### src/rtl/reg_access_pkg.sv
// Shared definitions for the register-file access controller.
//   state_t   : controller FSM states
//   OP_*      : request opcode encodings carried on REQ_OP
//   WORD_SIZE : default data width
//   ADDR_SIZE : default register address width
package reg_access_pkg;

  localparam int WORD_SIZE = 16;
  localparam int ADDR_SIZE = 4;

  localparam logic OP_READ2 = 1'b0;
  localparam logic OP_WRITE = 1'b1;

  typedef enum logic [2:0] {
    ST_IDLE = 3'd0,
    ST_RD_A = 3'd1,
    ST_RD_B = 3'd2,
    ST_RESP = 3'd3,
    ST_WR   = 3'd4,
    ST_TURN = 3'd5
  } state_t;

endpackage

### src/rtl/reg_access_ctrl.sv
// Single-port access controller for a 16 x 16 register file.
// Serialises read-pair and write requests onto the one RF port and returns
// both read operands in a single response beat.
// Ports:
//   CLK, RST                 : clock, asynchronous active-high reset
//   REQ_VALID/REQ_READY      : request handshake
//   REQ_OP                   : OP_READ2 or OP_WRITE
//   REQ_ADDR_A/B, REQ_WDATA  : request addresses and write data
//   RSP_VALID/RSP_READY      : response handshake (reads only)
//   RSP_DATA_A/B             : operands read from ADDR_A / ADDR_B
//   RF_W, RF_ON, RF_ADDR,
//   RF_DIN, RF_DOUT          : register-file port (RF_DOUT tri-stated by RF)
module reg_access_ctrl
  import reg_access_pkg::*;
#(
  parameter int WORD_SIZE = reg_access_pkg::WORD_SIZE,
  parameter int ADDR_SIZE = reg_access_pkg::ADDR_SIZE
) (
  input  logic                 CLK,
  input  logic                 RST,
  input  logic                 REQ_VALID,
  output logic                 REQ_READY,
  input  logic                 REQ_OP,
  input  logic [ADDR_SIZE-1:0] REQ_ADDR_A,
  input  logic [ADDR_SIZE-1:0] REQ_ADDR_B,
  input  logic [WORD_SIZE-1:0] REQ_WDATA,
  output logic                 RSP_VALID,
  input  logic                 RSP_READY,
  output logic [WORD_SIZE-1:0] RSP_DATA_A,
  output logic [WORD_SIZE-1:0] RSP_DATA_B,
  output logic                 RF_W,
  output logic                 RF_ON,
  output logic [ADDR_SIZE-1:0] RF_ADDR,
  output logic [WORD_SIZE-1:0] RF_DIN,
  input  logic [WORD_SIZE-1:0] RF_DOUT
);

  state_t               state_q, state_d;
  logic [ADDR_SIZE-1:0] addr_b_q, addr_b_d;
  logic [ADDR_SIZE-1:0] rf_addr_q, rf_addr_d;
  logic [WORD_SIZE-1:0] rf_din_q, rf_din_d;
  logic                 rf_w_q, rf_w_d;
  logic                 rf_on_q, rf_on_d;
  logic [WORD_SIZE-1:0] rsp_a_q, rsp_a_d;
  logic [WORD_SIZE-1:0] rsp_b_q, rsp_b_d;
  logic                 accept;

  assign accept = (state_q == ST_IDLE) && REQ_VALID;

  // State register
  always_ff @(posedge CLK or posedge RST) begin
    if (RST) begin
      state_q <= ST_IDLE;
    end else begin
      state_q <= state_d;
    end
  end

  // Next-state logic
  always_comb begin
    state_d = state_q;
    case (state_q)
      ST_IDLE: if (REQ_VALID) state_d = (REQ_OP == OP_WRITE) ? ST_WR : ST_RD_A;
      ST_RD_A: state_d = ST_RD_B;
      ST_RD_B: state_d = ST_RESP;
      ST_RESP: if (RSP_READY) state_d = ST_IDLE;
      ST_WR:   state_d = ST_TURN;
      ST_TURN: state_d = ST_IDLE;
      default: state_d = ST_IDLE;
    endcase
  end

  // Output logic. The RF strobes are registered from the next state so they
  // are glitch-free and stable for the whole cycle, as the RF writes on
  // either clock level change.
  always_comb begin
    addr_b_d  = addr_b_q;
    rf_addr_d = rf_addr_q;
    rf_din_d  = rf_din_q;
    rsp_a_d   = rsp_a_q;
    rsp_b_d   = rsp_b_q;
    rf_on_d   = (state_d == ST_RD_A) || (state_d == ST_RD_B) || (state_d == ST_WR);
    rf_w_d    = (state_d == ST_WR);

    if (accept) begin
      rf_addr_d = REQ_ADDR_A;
      if (REQ_OP == OP_WRITE) begin
        rf_din_d = REQ_WDATA;
      end else begin
        addr_b_d = REQ_ADDR_B;
      end
    end

    // Each read cycle samples RF_DOUT at its closing edge.
    if (state_q == ST_RD_A) begin
      rsp_a_d   = RF_DOUT;
      rf_addr_d = addr_b_q;
    end
    if (state_q == ST_RD_B) begin
      rsp_b_d = RF_DOUT;
    end
  end

  // Capture and RF port registers
  always_ff @(posedge CLK or posedge RST) begin
    if (RST) begin
      addr_b_q  <= '0;
      rf_addr_q <= '0;
      rf_din_q  <= '0;
      rf_w_q    <= 1'b0;
      rf_on_q   <= 1'b0;
      rsp_a_q   <= '0;
      rsp_b_q   <= '0;
    end else begin
      addr_b_q  <= addr_b_d;
      rf_addr_q <= rf_addr_d;
      rf_din_q  <= rf_din_d;
      rf_w_q    <= rf_w_d;
      rf_on_q   <= rf_on_d;
      rsp_a_q   <= rsp_a_d;
      rsp_b_q   <= rsp_b_d;
    end
  end

  // Handshake outputs are pure state decodes.
  assign REQ_READY  = (state_q == ST_IDLE);
  assign RSP_VALID  = (state_q == ST_RESP);
  assign RSP_DATA_A = rsp_a_q;
  assign RSP_DATA_B = rsp_b_q;
  assign RF_W       = rf_w_q;
  assign RF_ON      = rf_on_q;
  assign RF_ADDR    = rf_addr_q;
  assign RF_DIN     = rf_din_q;

endmodule

### config.mk
export PLATFORM = sky130hd
export DESIGN_NAME = reg_access_ctrl
export DESIGN_NICKNAME = d
export VERILOG_FILES = /design/src/rtl/reg_access_pkg.sv /design/src/rtl/reg_access_ctrl.sv
export SDC_FILE = /design/constraint.sdc
export NUM_CORES = 1
export LEC_CHECK = 0
export CAP_MARGIN = 25
export CORE_UTILIZATION = 44
export CTS_BUF_LIST = sky130_fd_sc_hd__clkbuf_4 sky130_fd_sc_hd__clkbuf_8
export DETAILED_ROUTE_END_ITERATION = 8
export GPL_TIMING_DRIVEN = 0
export PLACE_DENSITY = 0.92
export SLEW_MARGIN = 20
export SYNTH_ARGS = -nofsm -noshare
export SYNTH_HDL_FRONTEND = slang
export SYNTH_SLANG_ARGS = --single-unit
export TNS_END_PERCENT = 1
### constraint.sdc
create_clock -name CLK -period 2.7 [get_ports CLK]
set_clock_uncertainty 0.1 [all_clocks]
set_input_delay 0.54 -clock CLK [delete_from_list [all_inputs] [get_ports CLK]]
set_output_delay 0.54 -clock CLK [all_outputs]
set_load 0.02 [all_outputs]
Word level (Yosys, flattened, before mapping)
Index checks and enable logic that the tools add are counted.
{"block": "word_totals", "register_bits": 61, "input_bits": 45, "out_inout_bits": 56, "elab_cells": 29}
{"block": "classes", "n_eq_ne": 7, "mux": 6, "bitwise_logic": 1, "reduce_logical": 7}
{"operator": "3-bit case mux with 5 select lines", "n": 1}
{"operator": "3-bit by 2-bit == test with 1-bit output, second input constant", "n": 3}
{"operator": "3-bit two-way mux", "n": 3}
{"operator": "4-bit two-way mux", "n": 2}
{"operator": "3-bit by 1-bit == test with 1-bit output, second input constant", "n": 2}
{"operator": "3-bit == test, second input constant", "n": 2}
{"operator": "2-bit AND reduction", "n": 2}
{"operator": "3-bit zero test", "n": 1}
{"operator": "1-bit logical OR", "n": 2}
{"operator": "2-bit nonzero test", "n": 1}
{"operator": "1-bit logical AND", "n": 1}
{"operator": "1-bit NOT", "n": 1}

Depth between registers and ports, before layout
Gate-level depths: netlist of run 1.
{"block": "logic_depth", "depth_word": 6, "ltp_mapped": 5, "depth_no_buf": 3}

Worst setup path after synthesis of run 1
Ideal clock, no wire load.
{"block": "synth_timing", "path_kind": "register -> register", "from": "reg state_q[1]", "to": "reg addr_b_q[0]", "setup_time_ns": 0.125, "t_arrival_ns": 1.491, "required_ns": 2.475, "path_slack_ns": 0.984, "stages_incl_launch_ff": 6, "n_path_buf": 2, "synth_period_minus_slack_ns": 1.716, "cell_sequence": "dfrtp_1 buf_6 nor3_4 and3b_1 buf_2 mux2_2"}
{"block": "synth_via", "elab_chain_cells": 3}
{"element": "from (decl)", "line_no": "reg_access_ctrl.sv:38", "text": "state_t state_q, state_d;"}
{"element": "from (signal assigned)", "line_no": "reg_access_ctrl.sv:55", "text": "state_q <= state_d;"}
{"element": "3-bit zero test"}
{"element": "named net REQ_READY", "line_no": "reg_access_ctrl.sv:22", "text": "output logic REQ_READY,"}
{"element": "1-bit logical AND", "line_no": "reg_access_ctrl.sv:48", "text": "assign accept = (state_q == ST_IDLE) && REQ_VALID;"}
{"element": "2-bit AND reduction (no source line)"}
{"element": "to (signal assigned)", "line_no": "reg_access_ctrl.sv:115", "text": "addr_b_q <= addr_b_d;"}
{"element": "to (decl)", "line_no": "reg_access_ctrl.sv:39", "text": "logic [ADDR_SIZE-1:0] addr_b_q, addr_b_d;"}
The timed path passes the listed nets, and every way through them passes these cells.
A chain may end at the register's enable or synchronous reset.

Worst setup path after layout of run 1
{"block": "layout_timing", "from": "reg state_q[1]", "to": "out REQ_READY"}
{"block": "layout_via", "elab_chain_cells": 1}
{"element": "3-bit zero test", "line_no": "reg_access_ctrl.sv:126", "text": "assign REQ_READY = (state_q == ST_IDLE);"}
{"element": "to (decl)", "line_no": "reg_access_ctrl.sv:22"}
Every way passes these cells.

==> results of run 1 <==
==> layout make-up <==
| class | count | area (um^2) | share of cell area |
|---|---|---|---|
| clock inverters | 1 | 5.00 | 0.00133 |
| plain buffers | 9 | 67.6 | 0.0180 |
| clock buffers | 14 | 180 | 0.0480 |
| repair buffers | 101 | 1020 | 0.272 |
| flip-flops and latches | 61 | 1530 | 0.407 |
| multi-input cells | 85 | 853 | 0.227 |
| inverters | 2 | 10.0 | 0.00267 |
| well taps | 70 | 87.6 | 0.0233 |
==> cells in the final DEF (no fill, tap or decap), drive strengths merged <==
master         instances
clkdlybuf4s50        100
dfrtp                 61
mux2                  52
clkbuf                14
buf                   10
nor2                   4
nor2b                  4
a31oi                  4
a22oi                  4
o21ai                  4
and3b                  2
nand2                  2
nor3b                  2
nor3                   2
inv                    2
nand3                  1
and3                   1
a21oi                  1
a221o                  1
or2                    1
clkinv                 1
==> layer usage <==
layer / global-route usage / part of all wire
met1: 0.224 / 0.42
met2: 0.312 / 0.51
met3: 0.0643 / 0.069
met4: 0.0404 / 0.0039
met5: 0 / 0
==> worst max-delay path: stages, from the launching register on <==
cell                              delay [ps]
sky130_fd_sc_hd__dfrtp_1                 370
sky130_fd_sc_hd__buf_6                   140
sky130_fd_sc_hd__nor3_4                  260
sky130_fd_sc_hd__clkdlybuf4s50_1         650
==> registers in the layout (all words and copies together), names as in the netlist <==
signal / count
state_q: 3
RF_DIN: 16
addr_b_q: 4
RF_W: 1
RSP_DATA_B: 16
RF_ON: 1
RF_ADDR: 4
RSP_DATA_A: 16
==> power groups by stage <==
stage	registers (mW)	clock network, mW	logic, mW
2_1_floorplan	2.11	0	0.896
3_3_place_gp	1.61	0	2.43
3_5_place_dp	1.63	0	2.49
4_1_cts	1.62	0.758	2.50
5_1_grt	1.68	0.799	2.61
6_report	1.61	0.733	2.47
==> worst paths after layout <==
check | startpoint | endpoint | slack [ps] | depth (start not counted)
min reg2reg | addr_b_q[3] | RF_ADDR[3] | 400 | 2
max reg2reg | state_q[2] | RSP_DATA_B[12] | 920 | 4
max | state_q[1] | REQ_READY | 340 | 3
min in group asynchronous | RST | RSP_DATA_B[8] | 470 | 2
min | addr_b_q[3] | RF_ADDR[3] | 400 | 2
max in group asynchronous | RST | addr_b_q[3] | 1540 | 3
==> logic make-up after synthesis <==
| kind of cell | Yosys count | share of synthesized area |
|---|---|---|
| muxes | 52 | 0.251 |
| DFF | 61 | 0.622 |
| and+or+nand+nor | 19 | 0.0601 |
| buffers and inverters | 11 | 0.0306 |
| AOI/OAI and AO/OA | 14 | 0.0367 |
==> parameters.txt, run 1 <==
Parameter                              Value

Logic synthesis
  Async set-or-reset flop fraction in the synthesized netlist    1.00
  Count of flip-flops with a built-in enable after synthesis    0
  Synth cell count leaders    sky130_fd_sc_hd__dfrtp_1, sky130_fd_sc_hd__mux2_2, sky130_fd_sc_hd__mux2_4
  Post-Synthesis Cell Area    between 2000 and 2500 um^2
  Register area share after synthesis    0.622
  Most repeated cell in the gate-level netlist after synthesis    sky130_fd_sc_hd__dfrtp_1
  Flip-flop cell with the highest count after synthesis    sky130_fd_sc_hd__dfrtp_1
  Synth Area per Inst    about 16 um^2
  Flip-flop and latch count after synthesis    61
  YS warnings    0
  Most area-consuming cells after synthesis    sky130_fd_sc_hd__dfrtp_1, sky130_fd_sc_hd__mux2_2, sky130_fd_sc_hd__mux2_4
  Syn nets    202
  Gate count of the mapped netlist    157
  Share of Yosys cell area claimed by the top area cell type    0.622
  Library cell occupying the most area in the post-synthesis netlist    sky130_fd_sc_hd__dfrtp_1
  Synth unique cells    23

Routing
  Detail Route Antenna Nets    0
  Number of design rule violations left after detail routing    0
  Detail-routed net length per standard cell    14.3 um
  Detailed-route via count    1657
  Number of design-rule violations left by the first detailed-router iteration    50
  First-pass detailed-route iteration total    4
  Drt total wl    4920 um
  DR vias/cell    4.83

Setup path
  Arrival time of the worst setup path    1720 ps
  Crit end category    output pin
  Critical setup path kind    reg -> out
  Critical path fanouts, max    9
  Required time worst endpoint    2060 ps
  Kind of start point of the critical path    flop

Status
  Result of the run    finished clean

Die
  Die Height    76.7 um
  Placement row count    26
  Chip width    76.7 um
  Initial Utilization    0.469
  Placeable Area    5240 um^2
  Total die area    roughly 5900 um^2
  Boundary pin count    101

Placement
  Placer's final routability congestion estimate    0.715
  Standard cell area after detailed placement    3570 um^2
  Estimated wirelength of the detail-placed design    approximately 3600 um
  Setup WS pre-CTS    537 ps
  Number of placed instances with taps included    328
  Number of I/O port buffers    100

Clock tree
  Clock tree from TritonCTS    built
  Clock-pin slew on the worst setup and hold paths    60 ps
  Clock Path Buffers    2
  Hold bufs inserted after CTS    0
  Clock sink total    slightly above 60
  Setup repair bufs after CTS    0
  H-tree levels    3
  Root Driver    sky130_fd_sc_hd__clkbuf_8
  Number of buffers added by the clock tree synthesis step    9
  Clk_lat worst skew    310 ps
  Number of gates resized after CTS    0

Pwr
  Pwr per Cell Area    ~1300 nW/um^2
  Combinational Power Share    0.513
  Maximum VDD drop    ~750 uV
  Sequential cell fraction of total power    0.335
  Power, Total    between 4 and 5 mW
  Switching power    1.65 mW
  Switching share of power    0.342
  Clock network fraction of total power    0.152
  Leak pwr    1.62 nW
  P_int    ~3.2 mW

Flow run
  Count of maximum capacitance violations    0

Cells and area
  Post-Layout Inst Area    roughly 3800 um^2
  Count of inserted antenna diode cells    0
  Number of fill cells in the layout    roughly 360
  Layout cells sized above 1    0.300
  Non-filler cells in the finished layout    ~340
  Net count of the finished layout    314
  Core utilization of the finished layout    0.716
  Area growth, synth to finish    52.8%

GRT
  Wire length of the first global-routing pass    8450 um
  Largest net degree at the start of global routing    32
  Antenna violations before repair    0
  Grt ovf    0
  GRT Util Overall    0.183
  Via count of the first global-routing pass    1774

Timing
  Final worst path period share    0.874
  Clock period minus final worst setup slack    2360 ps
  Final number of max-transition violations    0
  Worst-margin pin slew    400 ps
  Aggregate negative setup slack    0 ps
  Top achievable clock speed    424 MHz
  Setup repair after global routing missed its margin    no
  Relative max-transition margin    0.733
  Final setup slack of the worst path    341 ps
  Final Setup Violations    0
  Fin Hold WS    398 ps
  Number of endpoints with negative hold slack in the final report    0

Hold path
  Classification of the worst-slack hold path    reg -> reg
Power figures use the tool's default switching activity.
==> inputs of run 2 (changes only) <==
--- a/config.mk
+++ b/config.mk
@@ -11,6 +11,7 @@
 export DETAILED_ROUTE_END_ITERATION = 8
 export GPL_TIMING_DRIVEN = 0
 export PLACE_DENSITY = 0.92
+export SKIP_LAST_GASP = 1
 export SLEW_MARGIN = 20
 export SYNTH_ARGS = -nofsm -noshare
 export SYNTH_HDL_FRONTEND = slang
==> results of run 2 <==
No change in the layout: final DEF, timing and power equal those of run 1.
